`config.mk`:
```
export PLATFORM = sky130hd
export DESIGN_NAME = fragment_coalescer
export DESIGN_NICKNAME = d
export VERILOG_FILES = /design/src/rtl/tl_d_pkg.sv /design/src/rtl/fragment_size_restore.sv /design/src/rtl/fragment_coalescer.sv
export SDC_FILE = /design/constraint.sdc
export NUM_CORES = 1
export LEC_CHECK = 0
export BUFFER_PORTS_ARGS = -buffer_cell sky130_fd_sc_hd__buf_2
export CORE_AREA = 2 2 67 69
export CTS_BUF_LIST = sky130_fd_sc_hd__clkbuf_8 sky130_fd_sc_hd__clkbuf_16
export DETAILED_ROUTE_END_ITERATION = 8
export DIE_AREA = 0 0 69 71
export PLACE_DENSITY_LB_ADDON = 0.15
export SETUP_SLACK_MARGIN = 0.2
export SLEW_MARGIN = 30
export SYNTH_ARGS = -nofsm -noshare
export SYNTH_HDL_FRONTEND = slang
export SYNTH_SLANG_ARGS = --single-unit
```
`constraint.sdc`:
```
create_clock -name clock -period 1.9 [get_ports clock]
set_input_delay 0.19 -clock clock [delete_from_list [all_inputs] [get_ports clock]]
set_output_delay 0.19 -clock clock [all_outputs]
set_load 0.01 [all_outputs]
```
`src/rtl/tl_d_pkg.sv`:
```
// TileLink D-channel constants and fragment helpers
// shared by the fragment coalescer slice.
package tl_d_pkg;

  localparam logic [2:0] ACCESS_ACK      = 3'd0;
  localparam logic [2:0] ACCESS_ACK_DATA = 3'd1;

  localparam int FRAG_W = 3;

  function automatic logic [2:0] frag_log2(
    input logic [FRAG_W-1:0] frag
  );
    logic [2:0] r;
    r = 3'd0;
    unique case (frag)
      3'd1:    r = 3'd1;
      3'd3:    r = 3'd2;
      3'd7:    r = 3'd3;
      default: r = 3'd0;
    endcase
    return r;
  endfunction

endpackage

```
`src/rtl/fragment_size_restore.sv`:
```
// Restores the message size from the first fragment beat
// and tracks whether the next beat starts a message.
module fragment_size_restore
  import tl_d_pkg::*;
(
  input  logic              clock,
  input  logic              reset,
  input  logic              in_fire,
  input  logic [2:0]        in_size,
  input  logic [FRAG_W-1:0] in_frag,
  output logic              first,
  output logic [2:0]        out_size
);

  logic [2:0] saved_size;
  logic [2:0] calc_size;

  assign calc_size = in_size + frag_log2(in_frag);
  assign out_size  = first ? calc_size : saved_size;

  always_ff @(posedge clock) begin
    if (reset) begin
      first      <= 1'b1;
      saved_size <= 3'd0;
    end else if (in_fire) begin
      if (first) saved_size <= calc_size;
      first <= (in_frag == '0);
    end
  end

endmodule

```
`src/rtl/fragment_coalescer.sv`:
```
// Merges fragment responses into one D-channel response.
// FRAGMENT_COALESCER_CHECK_EN adds simulation-only checks.
module fragment_coalescer
  import tl_d_pkg::*;
(
  input  logic        clock,
  input  logic        reset,
  output logic        io_in_ready,
  input  logic        io_in_valid,
  input  logic [2:0]  io_in_bits_opcode,
  input  logic [1:0]  io_in_bits_param,
  input  logic [2:0]  io_in_bits_size,
  input  logic [6:0]  io_in_bits_source,
  input  logic [2:0]  io_in_bits_frag,
  input  logic        io_in_bits_denied,
  input  logic [63:0] io_in_bits_data,
  input  logic        io_in_bits_corrupt,
  input  logic        io_out_ready,
  output logic        io_out_valid,
  output logic [2:0]  io_out_bits_opcode,
  output logic [1:0]  io_out_bits_param,
  output logic [2:0]  io_out_bits_size,
  output logic [6:0]  io_out_bits_source,
  output logic        io_out_bits_denied,
  output logic [63:0] io_out_bits_data,
  output logic        io_out_bits_corrupt
);

  logic first;
  logic sticky_denied;
  logic is_ack;
  logic last;
  logic drop;
  logic in_fire;
  logic out_denied;

  assign is_ack  = (io_in_bits_opcode == ACCESS_ACK);
  assign last    = (io_in_bits_frag == 3'd0);
  // non-final acks are swallowed regardless of the master
  assign drop    = is_ack & ~last;
  assign in_fire = io_in_valid & io_in_ready;

  assign io_in_ready  = drop | io_out_ready;
  assign io_out_valid = io_in_valid & ~drop;

  assign out_denied = sticky_denied | io_in_bits_denied;

  assign io_out_bits_opcode  = io_in_bits_opcode;
  assign io_out_bits_param   = io_in_bits_param;
  assign io_out_bits_source  = io_in_bits_source;
  assign io_out_bits_data    = io_in_bits_data;
  assign io_out_bits_denied  = out_denied;
  assign io_out_bits_corrupt =
    ~is_ack & (io_in_bits_corrupt | out_denied);

  fragment_size_restore u_size (
    .clock    (clock),
    .reset    (reset),
    .in_fire  (in_fire),
    .in_size  (io_in_bits_size),
    .in_frag  (io_in_bits_frag),
    .first    (first),
    .out_size (io_out_bits_size)
  );

  always_ff @(posedge clock) begin
    if (reset) begin
      sticky_denied <= 1'b0;
    end else if (in_fire) begin
      if (last)
        sticky_denied <= 1'b0;
      else if (first)
        sticky_denied <= io_in_bits_denied;
      else
        sticky_denied <= sticky_denied | io_in_bits_denied;
    end
  end

`ifdef FRAGMENT_COALESCER_CHECK_EN
`ifndef SYNTHESIS
  logic [2:0] prev_frag;
  logic [6:0] head_source;
  logic [2:0] head_opcode;
  logic [2:0] head_size;
  logic [3:0] wide_size;

  assign wide_size = {1'b0, io_in_bits_size}
                   + {1'b0, frag_log2(io_in_bits_frag)};

  always_ff @(posedge clock) begin
    if (reset) begin
      prev_frag   <= 3'd0;
      head_source <= 7'd0;
      head_opcode <= 3'd0;
      head_size   <= 3'd0;
    end else if (in_fire) begin
      prev_frag <= io_in_bits_frag;
      if (first) begin
        head_source <= io_in_bits_source;
        head_opcode <= io_in_bits_opcode;
        head_size   <= io_in_bits_size;
        if (!(io_in_bits_frag inside {3'd0, 3'd1, 3'd3, 3'd7}))
          $error("coalescer: bad first frag src=%0h frag=%0d",
                 io_in_bits_source, io_in_bits_frag);
        if (wide_size > 4'd7)
          $error("coalescer: size overflow src=%0h frag=%0d",
                 io_in_bits_source, io_in_bits_frag);
      end else begin
        if (io_in_bits_frag != prev_frag - 3'd1)
          $error("coalescer: frag skip src=%0h frag=%0d",
                 io_in_bits_source, io_in_bits_frag);
        if (io_in_bits_source != head_source ||
            io_in_bits_opcode != head_opcode ||
            io_in_bits_size   != head_size)
          $error("coalescer: beat mismatch src=%0h frag=%0d",
                 io_in_bits_source, io_in_bits_frag);
      end
    end
  end
`endif
`endif

endmodule

```
==> results of run 1 <==
==> metal layers <==
| layer | part of all wire, % | track usage (%) | up-vias |
|---|---|---|---|
| met1 | 31 | 5.84 | 209 |
| met5 | 0 | 0 | - |
| met2 | 42 | 8.97 | 63 |
| met4 | 8.4 | 7.84 | 0 |
| li1 | - | - | 213 |
| met3 | 19 | 6.13 | 36 |
==> power by group <==
| part | internal, W | leakage (nW) | switching [W] |
|---|---|---|---|
| Clock | 0.000139 | 0.0269 | 0.0000541 |
| Sequential | 0.000114 | 0.0411 | 0.00000664 |
| Combinational | 0.0000688 | 0.218 | 0.0000618 |
| Total | 0.000321 | 0.286 | 0.000123 |
==> cells in the mapped netlist <==
library cell,count
ha_1,1
o2111ai_1,1
or3_1,2
mux2_2,2
fa_1,1
a21oi_1,1
a211o_1,1
mux2i_1,3
xnor2_1,2
o21ai_4,1
dfxtp_1,5
and2_1,3
nor2_1,3
nand2_1,7
nor3_1,2
or4b_4,1
nand2b_1,2
nor2b_1,1
or2_2,1
inv_1,1
buf_4,76
o211ai_1,3
==> worst max-delay path, stage by stage <==
cell,delay [ns]
buf_8,0.10
xnor2_2,0.12
and2_1,0.14
ha_2,0.17
fa_2,0.43
mux2_4,0.29
buf_6,0.12
==> repair_timing <==
action | 4_1_cts | 5_1_grt
pin swaps | 4 | 4
setup endpoints to repair | 2 | 2
gates cloned | 0 | 0
resized for setup | 7 | 2
==> state kept, by name, summed over array words and instances (netlist names) <==
| name | cells |
|---|---|
| u_size.saved_size | 3 |
| sticky_denied | 1 |
| u_size.first | 1 |
==> area by class of cell <==
type | count | area share [%]
inverters | 1 | 0.567
clock buffers | 3 | 6.24
flip-flops and latches | 5 | 15.1
well taps | 52 | 9.83
clock inverters | 1 | 0.567
repair buffers | 24 | 21.6
multi-input cells | 38 | 46.1
==> path summary, 6_finish.rpt <==
| kind | slack, ns | start | depth (start not counted) | end |
|---|---|---|---|---|
| worst max register to register | 0.79 | u_size.first$_SDFFE_PP1P_ | 3 | u_size.saved_size[0]$_SDFFE_PP0P_ |
| worst max-delay path | 0.14 | io_in_bits_frag[2] | 7 | io_out_bits_size[1] |
| worst min register to register | 0.46 | u_size.saved_size[0]$_SDFFE_PP0P_ | 2 | u_size.saved_size[0]$_SDFFE_PP0P_ |
| worst min-delay path | 0.30 | reset | 3 | u_size.saved_size[2]$_SDFFE_PP0P_ |
==> stage by stage <==
step / cells / hold WS [ns]
after detailed placement: 120 / 0.380
after global routing: 124 / 0.332
final: 124 / 0.303
after global placement: 120 / 0.380
after floorplan: 120 / 0.361
after CTS: 124 / 0.306
==> cell families (layout without fill, tap and decap cells) <==
group	after synthesis	count (layout)	synth area share, %
muxes	5	5	5.50
DFF	5	5	10.5
adders and majority gates	2	2	3.40
and+or+nand+nor	22	22	12.3
AOI/OAI and AO/OA	7	7	6.41
xor gates and xnor gates	2	2	1.83
buffers and inverters	77	29	60.1
==> results.cfg, run 1 <==
[clock_network]
htree_levels = 1
worstSkewPairLatency_ns = 0.22
cts_sinks = 5
numCtsBuffers = 3
hold_buffers = 0
cts_buffer_depth = 2
postCtsSetupBuffers = 0
cts_root_buf = clkbuf_8
clkSlewWorstSetupHoldPaths_ns = 0.04
cts_tree = yes

[layout]
multi_input_area_sq_um = 305
final_cell_mix = buf_2, nand2_1, dfxtp_1
fin_nets = 163
utilization_pct = 15.7
syn2layout_area_growth_pct = -30.8
drive_above_1_share_pct = 50.0
layout_commonest_cell = buf_2
register_area_sq_um = 100
nFillCells = 488
diodes = 0
fin_area_sq_um = 662

[global_route]
grt_antenna_before_repair = 0
grt.overflow.total = 0
grt_pass1_vias = 544
grt.total_usage_pct = 6.87
grt_pass1_wl_mm = 2.63
grt_max_degree = 8

[setup_path]
endpoint_kind = primary output
start_kind = input port
path_max_fanout = 3
worst-setup-path-type = in -> out
required_ns = 1.71
cp.arrival_ns = 1.57

[power_and_ir_drop]
leakage_nw = 0.286
total_power_w = 0.000444
ir_worst_vdd_mv = 0.291
power.density_nw_per_um2 = 671

[routing]
drt_iter0_drc = 5
ant_nets = 0
route.detailed.drc = 0
wl_per_cell_microns = 14.5
routed-via-count = 521
wirelength_mm = 1.80
firstDrtPassIters = 2
vias_per_cell = 4.20

[timing]
finalHoldViolCount = 0
fin_setup_tns_ns = 0
setup_viol = 0
slew_headroom_pct = 64.4
clock.fmax_ghz = 0.567
rsz0062_at_grt = true
layout_min_cycle_time_ns = 1.76
finalMaxSlewViolations = 0
skew_ns = 0.000752
final.setup.worst_slack_ns = 0.138
worst_pin_slew_ns = 0.530
min_period_over_period_pct = 92.7

[synthesis]
syn-cell-area_sq_um = 956
yosysSeqAreaShare_pct = 10.5
synthDominantCellAreaShare_pct = 59.7
yosysWarnings = 0
post_synth_num_cell_types = 22
synth_area_per_cell_sq_um = 7.97
ys_ff_latch = 5
synth_largest_area_cell = buf_4
synthCells = 120
synth_nets = 210
ys_top_cells_by_area = buf_4, dfxtp_1, mux2i_1, nand2_1, mux2_2

[floorplan]
core_area_sq_um = 4200
std_cell_rows = 24
start_util_pct = 22.7
die_w_microns = 69
io_pins = 171
die_y_microns = 71
dieArea_sq_um = 4900

[placement]
placed_area_sq_um = 571
io_buffer_count = 24
dp_slack_ns = 0.0593
dpl.hpwl_mm = 1.43
place.gp.congestion = 0.734

[flow_run]
maxCapViolCount = 0

[status]
status = complete, no violations

[hold_path]
hold_path.class = in -> reg
No activity file was read; power rests on OpenSTA's default activity.
==> inputs of run 2 (changes only) <==
--- a/config.mk
+++ b/config.mk
@@ -6,12 +6,13 @@
 export NUM_CORES = 1
 export LEC_CHECK = 0
 export BUFFER_PORTS_ARGS = -buffer_cell sky130_fd_sc_hd__buf_2
-export CORE_AREA = 2 2 67 69
+export CELL_PAD_IN_SITES_DETAIL_PLACEMENT = 1
+export CELL_PAD_IN_SITES_GLOBAL_PLACEMENT = 1
+export CORE_MARGIN = 2
+export CORE_UTILIZATION = 15
 export CTS_BUF_LIST = sky130_fd_sc_hd__clkbuf_8 sky130_fd_sc_hd__clkbuf_16
 export DETAILED_ROUTE_END_ITERATION = 8
-export DIE_AREA = 0 0 69 71
 export PLACE_DENSITY_LB_ADDON = 0.15
-export SETUP_SLACK_MARGIN = 0.2
 export SLEW_MARGIN = 30
 export SYNTH_ARGS = -nofsm -noshare
 export SYNTH_HDL_FRONTEND = slang
==> results.cfg, run 2 (synthesis gave the netlist of run 1 again) <==
[clock_network]
cts_tree = yes
cts_sinks = 5
worstSkewPairLatency_ns = 0.22
clkSlewWorstSetupHoldPaths_ns = 0.04
htree_levels = 1
hold_buffers = 0
cts_buffer_depth = 2
cts_root_buf = clkbuf_8
postCtsSetupBuffers = 0
numCtsBuffers = 3

[floorplan]
io_pins = 171
core_area_sq_um = 6240
std_cell_rows = 29
die_y_microns = 83.8
die_w_microns = 83.8
dieArea_sq_um = 7030
start_util_pct = 15.3

[routing]
drt_iter0_drc = 8
route.detailed.drc = 0
firstDrtPassIters = 3
routed-via-count = 502
vias_per_cell = 3.37
wirelength_mm = 1.75
ant_nets = 0
wl_per_cell_microns = 11.8

[setup_path]
worst-setup-path-type = in -> out
endpoint_kind = primary output
rr_startpoint = u_size.first$_SDFFE_PP1P_
cp.arrival_ns = 1.61
path_max_fanout = 4
r2r_cells = 3
start_kind = input port
crit_path_start = io_in_bits_frag[1]
required_ns = 1.71

[power_and_ir_drop]
p_int_w = 0.000311
p_sw_share_pct = 28.1
p_comb_share_pct = 27.0
switchingPower_w = 0.000121
pwr-share-seq_pct = 27.9
ir_worst_vdd_mv = 0.236
power.density_nw_per_um2 = 657
pwr-share-clk_pct = 45.1
total_power_w = 0.000432
leakage_nw = 0.270

[layout]
fin_area_sq_um = 657
largest_reg_flops = 3
reg_top3 = u_size.saved_size x3, sticky_denied x1, u_size.first x1
syn2layout_area_growth_pct = -31.3
nFillCells = 762
multi_input_area_sq_um = 292
fin_cells = 149
register_area_sq_um = 100
layout_commonest_cell = buf_2
diodes = 0
top_register = u_size.saved_size
drive_above_1_share_pct = 47.2
fin_nets = 163
final_cell_mix = buf_2, nand2_1, dfxtp_1

[timing]
skew_ns = 0.00117
hold_ws_ns = 0.302
fin_setup_tns_ns = 0
rsz0062_at_grt = false
min_period_over_period_pct = 94.6
slew_headroom_pct = 64.0
clock.fmax_ghz = 0.557
setup_viol = 0
worst_pin_slew_ns = 0.536
layout_min_cycle_time_ns = 1.80
finalMaxSlewViolations = 0
finalHoldViolCount = 0

[global_route]
grt_pass1_vias = 575
grt.overflow.total = 0
grt_max_degree = 8
grt_pass1_wl_mm = 2.75
grt_antenna_before_repair = 0
grt.total_usage_pct = 4.97

[hold_path]
hold_path.class = in -> reg
min_from = io_in_valid
hold_path_depth = 3

[status]
status = complete, no violations

[flow_run]
maxCapViolCount = 0

[placement]
place.gp.congestion = 0.619
io_buffer_count = 24
placed_area_sq_um = 602
dpl.hpwl_mm = 1.48
placed_cells = 145
==> run 2: critical path: stages <==
cell	delay [ns]
buf_2	0.12
xnor2_1	0.11
and2_1	0.16
ha_1	0.19
fa_2	0.42
mux2_2	0.28
buf_2	0.14
==> run 2: stage by stage <==
stage / utilization, % / setup WS, ns
floorplan: - / 0.318
global placement: 9.64 / 0.0681
detailed placement: 9.64 / 0.0778
CTS: 10.4 / 0.0586
global route: 10.5 / 0.0524
finish: 10.5 / 0.103
==> run 2: layer usage <==
| layer | up-vias | routed length, microns | share of wire [%] | global-route usage (%) |
|---|---|---|---|---|
| li1 | 211 | - | - | - |
| met3 | 28 | 303 | 17 | 3.76 |
| met1 | 217 | 607 | 35 | 4.48 |
| met2 | 46 | 719 | 41 | 6.98 |
| met5 | - | 0 | 0 | 0 |
| met4 | 0 | 123 | 7.0 | 4.84 |
==> run 2: area by class of cell <==
class                           count  area share [%]
Clock buffer                        3            6.29
Clock inverter                      1           0.571
Inverter                            1           0.571
Multi-Input combinational cell     38            44.4
Sequential cell                     5            15.2
Tap cell                           77            14.7
Timing Repair Buffer               24            18.3
==> run 2: power by group through the flow <==
| stage | sequential [W] | combinational (W) | clock (W) |
|---|---|---|---|
| detailed placement | 0.000122 | 0.000116 | 0 |
| global placement | 0.000122 | 0.000116 | 0 |
| CTS | 0.000121 | 0.000117 | 0.000205 |
| finish | 0.000121 | 0.000116 | 0.000195 |
| floorplan | 0.000120 | 0.000226 | 0 |
| global route | 0.000122 | 0.000132 | 0.000210 |
==> run 2: path summary, 6_finish.rpt <==
kind                                            end  slack (ns)
hold reg to reg   u_size.saved_size[1]$_SDFFE_PP0P_        0.46
hold / removal           sticky_denied$_SDFFE_PP0P_        0.30
setup reg to reg  u_size.saved_size[1]$_SDFFE_PP0P_        0.82
setup / recovery                io_out_bits_size[1]        0.10
==> run 2: what timing repair did <==
action,4_1_cts,5_1_grt
gates resized for setup,0,2
endpoints found under the hold margin,0,0
setup endpoints to repair,0,1
==> inputs of run 3 (changes only) <==
--- a/config.mk
+++ b/config.mk
@@ -8,6 +8,7 @@
 export BUFFER_PORTS_ARGS = -buffer_cell sky130_fd_sc_hd__buf_2
 export CELL_PAD_IN_SITES_DETAIL_PLACEMENT = 1
 export CELL_PAD_IN_SITES_GLOBAL_PLACEMENT = 1
+export CORE_ASPECT_RATIO = 0.5
 export CORE_MARGIN = 2
 export CORE_UTILIZATION = 15
 export CTS_BUF_LIST = sky130_fd_sc_hd__clkbuf_8 sky130_fd_sc_hd__clkbuf_16
==> results.cfg, run 3 (synthesis gave the netlist of run 1 again) <==
[timing]
setup_viol = 0
rsz0062_at_grt = false
layout_min_cycle_time_ns = 1.82
finalHoldViolCount = 0
hold_ws_ns = 0.290
worst_pin_slew_ns = 0.536
fin_setup_tns_ns = 0
skew_ns = 0.000191
finalMaxSlewViolations = 0
min_period_over_period_pct = 95.9
slew_headroom_pct = 64.0
clock.fmax_ghz = 0.549

[setup_path]
crit_path_start = io_in_bits_frag[2]
endpoint_kind = primary output
start_kind = input port
cp.arrival_ns = 1.63
rr_startpoint = u_size.first$_SDFFE_PP1P_
worst-setup-path-type = in -> out
path_max_fanout = 3
required_ns = 1.71

[layout]
top_register = u_size.saved_size
fin_nets = 163
final_cell_mix = buf_2, nand2_1, dfxtp_1
diodes = 0
register_area_sq_um = 100
largest_reg_flops = 3
syn2layout_area_growth_pct = -26.2
utilization_pct = 11.6
reg_top3 = u_size.saved_size x3, sticky_denied x1, u_size.first x1
drive_above_1_share_pct = 47.2
layout_commonest_cell = buf_2
fin_cells = 160
nFillCells = 740
multi_input_area_sq_um = 293
fin_area_sq_um = 706

[placement]
placed_area_sq_um = 616
placed_cells = 156
dpl.hpwl_mm = 1.82
place.gp.congestion = 0.612
io_buffer_count = 24

[routing]
ant_nets = 0
vias_per_cell = 3.16
route.detailed.drc = 0
routed-via-count = 506
wirelength_mm = 2.08
wl_per_cell_microns = 13.0
firstDrtPassIters = 3
drt_iter0_drc = 28

[hold_path]
min_from = io_in_valid
hold_path.class = in -> reg

[global_route]
grtUsageMet1_pct = 4.78
gr-usage-met3_pct = 4.50
grt.overflow.total = 0
top_usage_layer = met2
grt.total_usage_pct = 5.36
use_met2_pct = 8.18
grt_max_degree = 8
grt_antenna_before_repair = 0
grt_pass1_vias = 484
grt_pass1_wl_mm = 2.77

[clock_network]
cts_buffer_depth = 2
cts_resized = 0
worstSkewPairLatency_ns = 0.23
postCtsSetupBuffers = 0
numCtsBuffers = 3
htree_levels = 1
clkSlewWorstSetupHoldPaths_ns = 0.03
cts_sinks = 5
cts_root_buf = clkbuf_16
hold_buffers = 0
cts_tree = yes

[floorplan]
start_util_pct = 15.7
io_pins = 171
die_y_microns = 60.5
die_w_microns = 117
std_cell_rows = 20
dieArea_sq_um = 7070
core_area_sq_um = 6110

[power_and_ir_drop]
power.density_nw_per_um2 = 822
ir_worst_vdd_mv = 0.168
leakage_nw = 0.287

[status]
status = complete, no violations

[flow_run]
maxCapViolCount = 0
## run 3: stage by stage
stage / power [W] / setup WS (ns)
finish: 0.000580 / 0.0781
global route: 0.000613 / 0.00991
CTS: 0.000588 / 0.0644
detailed placement: 0.000237 / 0.0801
global placement: 0.000241 / 0.0588
floorplan: 0.000346 / 0.318
## run 3: where the power goes
group | internal (W) | leakage (nW) | switching, W
logic | 0.0000577 | 0.204 | 0.0000590
registers | 0.000114 | 0.0411 | 0.00000744
clock network | 0.000273 | 0.0423 | 0.0000691
## run 3: layout make-up
type	count	share of cell area, %
clock inverter	1	0.532
clock buffer	3	10.6
sequential	5	14.2
timing repair buffer	24	17.0
multi-input combinational	38	41.5
tap	88	15.6
inverter	1	0.532
## run 3: final timing paths
kind                                  endpoint  slack [ns]  cells past startpoint
max                        io_out_bits_size[1]        0.08                      7
max reg2reg  u_size.saved_size[0]$_SDFFE_PP0P_        0.74                      3
min reg2reg  u_size.saved_size[1]$_SDFFE_PP0P_        0.45                      2
min                 sticky_denied$_SDFFE_PP0P_        0.29                      3
## run 3: per-layer routing
| metal | share of wire, % | vias up |
|---|---|---|
| li1 | - | 213 |
| met1 | 30 | 226 |
| met2 | 47 | 45 |
| met3 | 20 | 22 |
| met4 | 3.6 | 0 |
| met5 | 0 | - |
## run 3: worst max-delay path, stage by stage
cell	delay, ns
buf_2	0.12
xnor2_1	0.11
and2_1	0.16
ha_1	0.18
fa_1	0.44
mux2_2	0.28
buf_2	0.14
